===== config.mk =====
export PLATFORM = sky130hd
export DESIGN_NAME = dmem_arbiter
export DESIGN_NICKNAME = d
export VERILOG_FILES = /design/src/rtl/dmem_arbiter.sv
export SDC_FILE = /design/constraint.sdc
export NUM_CORES = 1
export LEC_CHECK = 0
export BUFFER_PORTS_ARGS = -buffer_cell sky130_fd_sc_hd__buf_2
export CORE_AREA = 2 2 115 117
export CTS_BUF_LIST = sky130_fd_sc_hd__clkbuf_8 sky130_fd_sc_hd__clkbuf_16
export CTS_CLUSTER_DIAMETER = 30
export DETAILED_ROUTE_END_ITERATION = 8
export DIE_AREA = 0 0 117 119
export PLACE_DENSITY = 0.62
export SLEW_MARGIN = 20
export SYNTH_ARGS = -nofsm -noshare
export SYNTH_HDL_FRONTEND = slang
export SYNTH_SLANG_ARGS = --single-unit

===== constraint.sdc =====
create_clock -name clk -period 2.3 [get_ports clk]
set_input_delay 0.46 -clock clk [delete_from_list [all_inputs] [get_ports clk]]
set_output_delay 0.46 -clock clk [all_outputs]
set_load 0.005 [all_outputs]

===== src/rtl/dmem_arbiter.sv =====
// Two-requester (CPU / debug-loader) arbiter in front of a single-port data memory.
// Ties go to the CPU by default; define DMEM_ARB_ROUND_ROBIN_EN to alternate on ties.
module dmem_arbiter #(
  parameter int unsigned ADDR_W = 32,
  parameter int unsigned DATA_W = 32
) (
  input  logic              clk,
  input  logic              rst,
  input  logic              cpu_req,
  input  logic              cpu_we,
  input  logic [ADDR_W-1:0] cpu_addr,
  input  logic [DATA_W-1:0] cpu_wdata,
  output logic              cpu_gnt,
  output logic              cpu_rvalid,
  output logic [DATA_W-1:0] cpu_rdata,
  input  logic              dbg_req,
  input  logic              dbg_we,
  input  logic [ADDR_W-1:0] dbg_addr,
  input  logic [DATA_W-1:0] dbg_wdata,
  output logic              dbg_gnt,
  output logic              dbg_rvalid,
  output logic [DATA_W-1:0] dbg_rdata,
  output logic              mem_en,
  output logic              mem_we,
  output logic [ADDR_W-1:0] mem_addr,
  output logic [DATA_W-1:0] mem_wdata,
  input  logic [DATA_W-1:0] mem_rdata
);

  typedef enum logic [1:0] {IDLE, ACCESS, RESP} state_t;
  typedef enum logic {WIN_CPU = 1'b0, WIN_DBG = 1'b1} win_t;

  state_t state_q, state_d;
  win_t   last_q, last_d;
  win_t   win;
  logic   we_q, we_d;

  logic              mem_en_d, mem_we_d;
  logic [ADDR_W-1:0] mem_addr_d;
  logic [DATA_W-1:0] mem_wdata_d;
  logic              cpu_gnt_d, dbg_gnt_d, cpu_rvalid_d, dbg_rvalid_d;

  // Winner selection; a lone requester always wins
  always_comb begin
    if (cpu_req && dbg_req) begin
`ifdef DMEM_ARB_ROUND_ROBIN_EN
      win = (last_q == WIN_DBG) ? WIN_CPU : WIN_DBG;
`else
      win = WIN_CPU;
`endif
    end else begin
      win = dbg_req ? WIN_DBG : WIN_CPU;
    end
  end

  // Next state and next registered outputs
  always_comb begin
    state_d      = state_q;
    last_d       = last_q;
    we_d         = we_q;
    mem_en_d     = 1'b0;
    mem_we_d     = 1'b0;
    mem_addr_d   = '0;
    mem_wdata_d  = '0;
    cpu_gnt_d    = 1'b0;
    dbg_gnt_d    = 1'b0;
    cpu_rvalid_d = 1'b0;
    dbg_rvalid_d = 1'b0;
    case (state_q)
      IDLE, RESP: begin
        if (cpu_req || dbg_req) begin
          state_d     = ACCESS;
          last_d      = win;
          mem_en_d    = 1'b1;
          mem_we_d    = (win == WIN_DBG) ? dbg_we    : cpu_we;
          mem_addr_d  = (win == WIN_DBG) ? dbg_addr  : cpu_addr;
          mem_wdata_d = (win == WIN_DBG) ? dbg_wdata : cpu_wdata;
          we_d        = mem_we_d;
          cpu_gnt_d   = (win == WIN_CPU);
          dbg_gnt_d   = (win == WIN_DBG);
        end else begin
          state_d = IDLE;
        end
      end
      ACCESS: begin
        // Requests are ignored here; last_q names the requester being served
        state_d      = RESP;
        cpu_rvalid_d = (last_q == WIN_CPU);
        dbg_rvalid_d = (last_q == WIN_DBG);
      end
      default: state_d = IDLE;
    endcase
  end

  always_ff @(posedge clk) begin
    if (rst) begin
      state_q    <= IDLE;
      last_q     <= WIN_DBG;
      we_q       <= 1'b0;
      mem_en     <= 1'b0;
      mem_we     <= 1'b0;
      mem_addr   <= '0;
      mem_wdata  <= '0;
      cpu_gnt    <= 1'b0;
      dbg_gnt    <= 1'b0;
      cpu_rvalid <= 1'b0;
      dbg_rvalid <= 1'b0;
    end else begin
      state_q    <= state_d;
      last_q     <= last_d;
      we_q       <= we_d;
      mem_en     <= mem_en_d;
      mem_we     <= mem_we_d;
      mem_addr   <= mem_addr_d;
      mem_wdata  <= mem_wdata_d;
      cpu_gnt    <= cpu_gnt_d;
      dbg_gnt    <= dbg_gnt_d;
      cpu_rvalid <= cpu_rvalid_d;
      dbg_rvalid <= dbg_rvalid_d;
    end
  end

  // Memory read data arrives in the RESP cycle itself, so rdata is steered, not registered
  assign cpu_rdata = (cpu_rvalid && !we_q) ? mem_rdata : '0;
  assign dbg_rdata = (dbg_rvalid && !we_q) ? mem_rdata : '0;

endmodule


Yosys cells after proc, flatten, opt, wreduce, memory -nomap -nowiden
Index checks and enable logic that the tools add are counted.
- bits in registers: 74
- bits of input ports: 166
- output and inout port bits: 134
- logic and storage cells: 39
- reduce and logical (&&, ||, !) cells: 11
- equal/unequal tests: 2
- bitwise operators: 5
- mux-type cells: 10
- operators with widths (cell ; number):
    $mux W32 ; 4
    $reduce_or A2 Y1 ; 3
    $mux W1 ; 5
    $not A1 Y1 ; 5
    $pmux W2 S2 ; 1
    $logic_and A1 B1 Y1 ; 3
    $reduce_or A3 Y1 ; 1
    $eq A2 B1 Y1 const B ; 1
    $eq A2 B2 Y1 const B ; 1
    $logic_not A2 Y1 ; 1
    $reduce_and A2 Y1 ; 1
    $logic_not A1 Y1 ; 1
    $logic_or A1 B1 Y1 ; 1

Longest topological paths before layout
- depth in word-level cells: 4
- gate-level depth with buffers: 5
- mapped depth without buffers: 3

Worst setup path before layout
No wires, ideal clock.
- path kind: reg-to-output
- from: register cpu_rvalid
- to: output cpu_rdata[10]
- data arrival time: 909 ps
- cell stages (with the launch flop): 4
- path buffers: 1
- path slack: 931 ps
- path through: dfxtp_1 > nor2b_1 > clkbuf_1 > and2_1
- word-level cells in the longest chain between the ends: 2
- ends and longest elaborated chain (item ; line ; text):
    start: declaration ; 14 ; output logic cpu_rvalid,
    start signal: assignment ; 118 ; cpu_rvalid <= cpu_rvalid_d;
    $logic_and A1 B1 Y1 ; 124 ; assign cpu_rdata = (cpu_rvalid && !we_q) ? mem_rdata : '0;
    $mux W32 ; 124 ;
    end: declaration ; 15 ; output logic [DATA_W-1:0] cpu_rdata,
Every way passes these cells.

Worst setup path after layout
- from: register cpu_rvalid
- to: output cpu_rdata[18]
Same word-level chain as after synthesis.

==> results by group <==
Finish
  – Sequential Area: approximately 0.0015 mm^2
  – Antenna cells: 0
  – Design Area, Final: ~0.0047 mm^2
  – Layout fillers: around 1300
  – Final Non-Filler Cells: slightly above 700
  – Multi-input logic area: roughly 0.0011 mm^2
  – Layout cells sized above 1: 59.4%
  – Layout area overhead: 71.2%
  – Fin nets: around 700

CTS
  – TritonCTS buffer count: 9
  – Clock root buffer: clkbuf_16
  – CTS resizes: 0
  – CTS clk-pin slew, worst paths: 0.06 ns
  – Hold Buf Count CTS: 0
  – Max H-tree Level: 3
  – Post-CTS setup buffer count: 0
  – Clock Sinks: 74
  – Max clock buf depth: 2
  – CTS tree: yes
  – Worst-Skew Late Latency: between 0.3 and 0.4 ns

Floorplan
  – Initial Util: about a fifth
  – DIE AREA: between 0.01 and 0.015 mm^2
  – I/O pins: 300
  – Die Y: about 120 um
  – Core Box Area: roughly 0.013 mm^2
  – Row Count: 42
  – Die W: 117 um

Detailed routing
  – Vias/cell: around 4.2
  – Via count: 3003
  – DRT Pass-1 Iters: 4
  – Routed wire per std cell: between 10 and 15 um
  – Iter 0 DRT Violations: between 100 and 150
  – Antenna viol nets, final: 0
  – Residual DRC count: 0
  – Final WL: roughly 9200 um

Synth
  – Simple-gate area share of the yosys netlist: a little under a fifth
  – Mapped cell area: around 0.0027 mm^2
  – Synth top area cells: dfxtp_1, a22o_1, and2_1
  – Post-Synth XOR/XNOR Area: 0%
  – Adder-cell share of the synthesized area: 0%
  – Most frequent cell after synthesis: dfxtp_1
  – Main synth FF type: dfxtp_1
  – Syn_nets: 410
  – Gate Count Post-Synth: between 200 and 250
  – Mux share of post-synthesis cell area: 0%
  – Compound-Gate Fraction of Synth Area: 21.5%
  – Most area-hungry cell type in the Yosys netlist: dfxtp_1
  – Synth top cells by count: dfxtp_1, and2_1, a22o_1
  – Mapped Avg Cell Area: ~11 um^2
  – Number of synthesized flops with an enable pin: 0
  – Post-synthesis sequential element count: between 70 and 80
  – Fraction of registers with async set/reset: 0%
  – Post-synth top area share: 54.4%
  – Yosys warnings: 0
  – Sequential area share after synthesis: between 50% and 60%
  – Largest family of logic cells by synthesized area: compound AO/OA/AOI/OAI gates
  – Distinct cells, synth: 21

Worst setup path
  – Worst setup SP type: flip-flop
  – WS Path Type: reg2out
  – R2R depth: 3
  – Reg-to-Reg End: mem_addr[27]$_SDFF_PP0_
  – Req. time, crit path: 1.84 ns
  – Arrival time worst endpoint: 1.33 ns
  – R2r startpoint: state_q[0]$_SDFF_PP0_
  – Critical path fanouts, max: 32
  – R2r setup slk: roughly 0.82 ns
  – Worst Setup End Kind: primary output

Global route
  – First-pass GRT wire length: between 10000 and 15000 um
  – Vias in the first global route: ~2800
  – Initial antenna violation count: 0
  – Overall routing resource usage: between 10% and 20%
  – Pin count of the biggest net entering global routing: 66
  – Grt ovf: 0

Timing
  – Setup-failing EPs final: 0
  – Worst Skew: roughly 0.005 ns
  – Minimum clock period: around 1.8 ns
  – Worst-Margin Slew: around 0.58 ns
  – WHS: between 0.3 and 0.4 ns
  – Fin Setup TNS: 0 ns
  – Fin. Hold Viols: 0
  – Slew margin rel.: between 60% and 70%
  – Fmax: 557 MHz
  – Final Max Tran Viols: 0
  – RSZ-0062 raised after global routing: false
  – Final period utilization: between 70% and 80%

Worst hold path
  – HP Start: dbg_wdata[1]
  – Hold Path Depth: 2
  – Min-Delay Endpoint: mem_wdata[1]$_SDFF_PP0_
  – Tightest Hold Check Type: in2reg

Power
  – Max IR drop VDD: between 0.3 and 0.4 mV
  – PwrDens: between 600 and 700 mW/mm^2
  – Pleak: approximately 2.6 nW

Placed design
  – Area post-placement: between 0.004 and 0.005 mm^2
  – RePlAce Congestion: about 0.74
  – Detailed Place HPWL: approximately 7500 um
  – Placed Cells: about 700
  – # port buffers: between 200 and 300

Job
  – Max Cap Violations: 0

Status
  – Status: finished, final reports clean
## flip-flops by register name, indices dropped and copies added (netlist names)
| name | cells |
|---|---|
| mem_addr | 32 |
| mem_wdata | 32 |
| state_q | 2 |
| cpu_gnt | 1 |
| cpu_rvalid | 1 |
| dbg_gnt | 1 |
| dbg_rvalid | 1 |
| last_q | 1 |
| mem_en | 1 |
| mem_we | 1 |
| we_q | 1 |
## power by group
group          switching, mW  total [mW]  internal, mW  leakage (nW)
Sequential            0.0225        1.38          1.36         0.609
Clock                  0.582        1.44         0.859         0.145
Combinational          0.166       0.398         0.232          1.85
Total                  0.771        3.22          2.45          2.61
## metrics by stage
| stage | util (%) | power, mW | setup WS, ns |
|---|---|---|---|
| final | 36.2 | 3.22 | 0.506 |
| after global routing | 36.2 | 3.37 | 0.373 |
| after CTS | 36.2 | 3.27 | 0.459 |
| after detailed placement | 33.8 | 1.81 | 0.645 |
| after global placement | 33.8 | 1.80 | 0.715 |
| after floorplan | - | 1.56 | 0.931 |
## layout by cell type, fill, tap and decap left out, types with 2 or more instances in the layout
cell,synthesis,final
a22o_1,64,64
nor2b_1,4,4
buf_4,1,4
dfxtp_1,74,74
clkinvlp_4,0,2
nor3_1,3,3
and2_1,65,65
clkbuf_16,0,9
buf_2,9,299
inv_6,0,3
## critical path: stages, from the launching register on
cell and delay (ns):
dfxtp_1 0.34, nor2b_1 0.13, buf_4 0.25, and2_1 0.16
buf_2 0.13
## logic make-up (layout without fill, tap and decap cells)
family	Yosys count	count (layout)
and+or+nand+nor	79	79
DFF	74	74
AOI/OAI and AO/OA	68	68
buffers and inverters	23	321
## how the worst max path moves through the flow
stage / start / endpoint / slack, ns / cells past startpoint
final: cpu_rvalid$_SDFF_PP0_ / cpu_rdata[18] / 0.51 / 4
after global routing: cpu_rvalid$_SDFF_PP0_ / cpu_rdata[18] / 0.37 / 4
after CTS: cpu_rvalid$_SDFF_PP0_ / cpu_rdata[18] / 0.46 / 4
after detailed placement: rst / mem_addr[27]$_SDFF_PP0_ / 0.65 / 4
after global placement: rst / mem_addr[21]$_SDFF_PP0_ / 0.72 / 4
after floorplan: cpu_rvalid$_SDFF_PP0_ / cpu_rdata[10] / 0.93 / 3
## final cells by class
type / count / share of cell area (%)
multi-input cells: 147 / 23.6
clock buffers: 9 / 4.83
flip-flops and latches: 74 / 31.8
inverters: 1 / 0.0805
clock inverters: 7 / 1.77
well taps: 176 / 4.72
repair buffers: 304 / 33.2
## routing by layer
metal / vias to the layer above / wire length, um / track usage [%]
met4: 0 / 123 / 5.00
met2: 187 / 4820 / 23.5
met5: - / 0 / 0
li1: 1443 / - / -
met3: 10 / 947 / 4.68
met1: 1363 / 3320 / 11.7
Power figures use the tool's default switching activity.
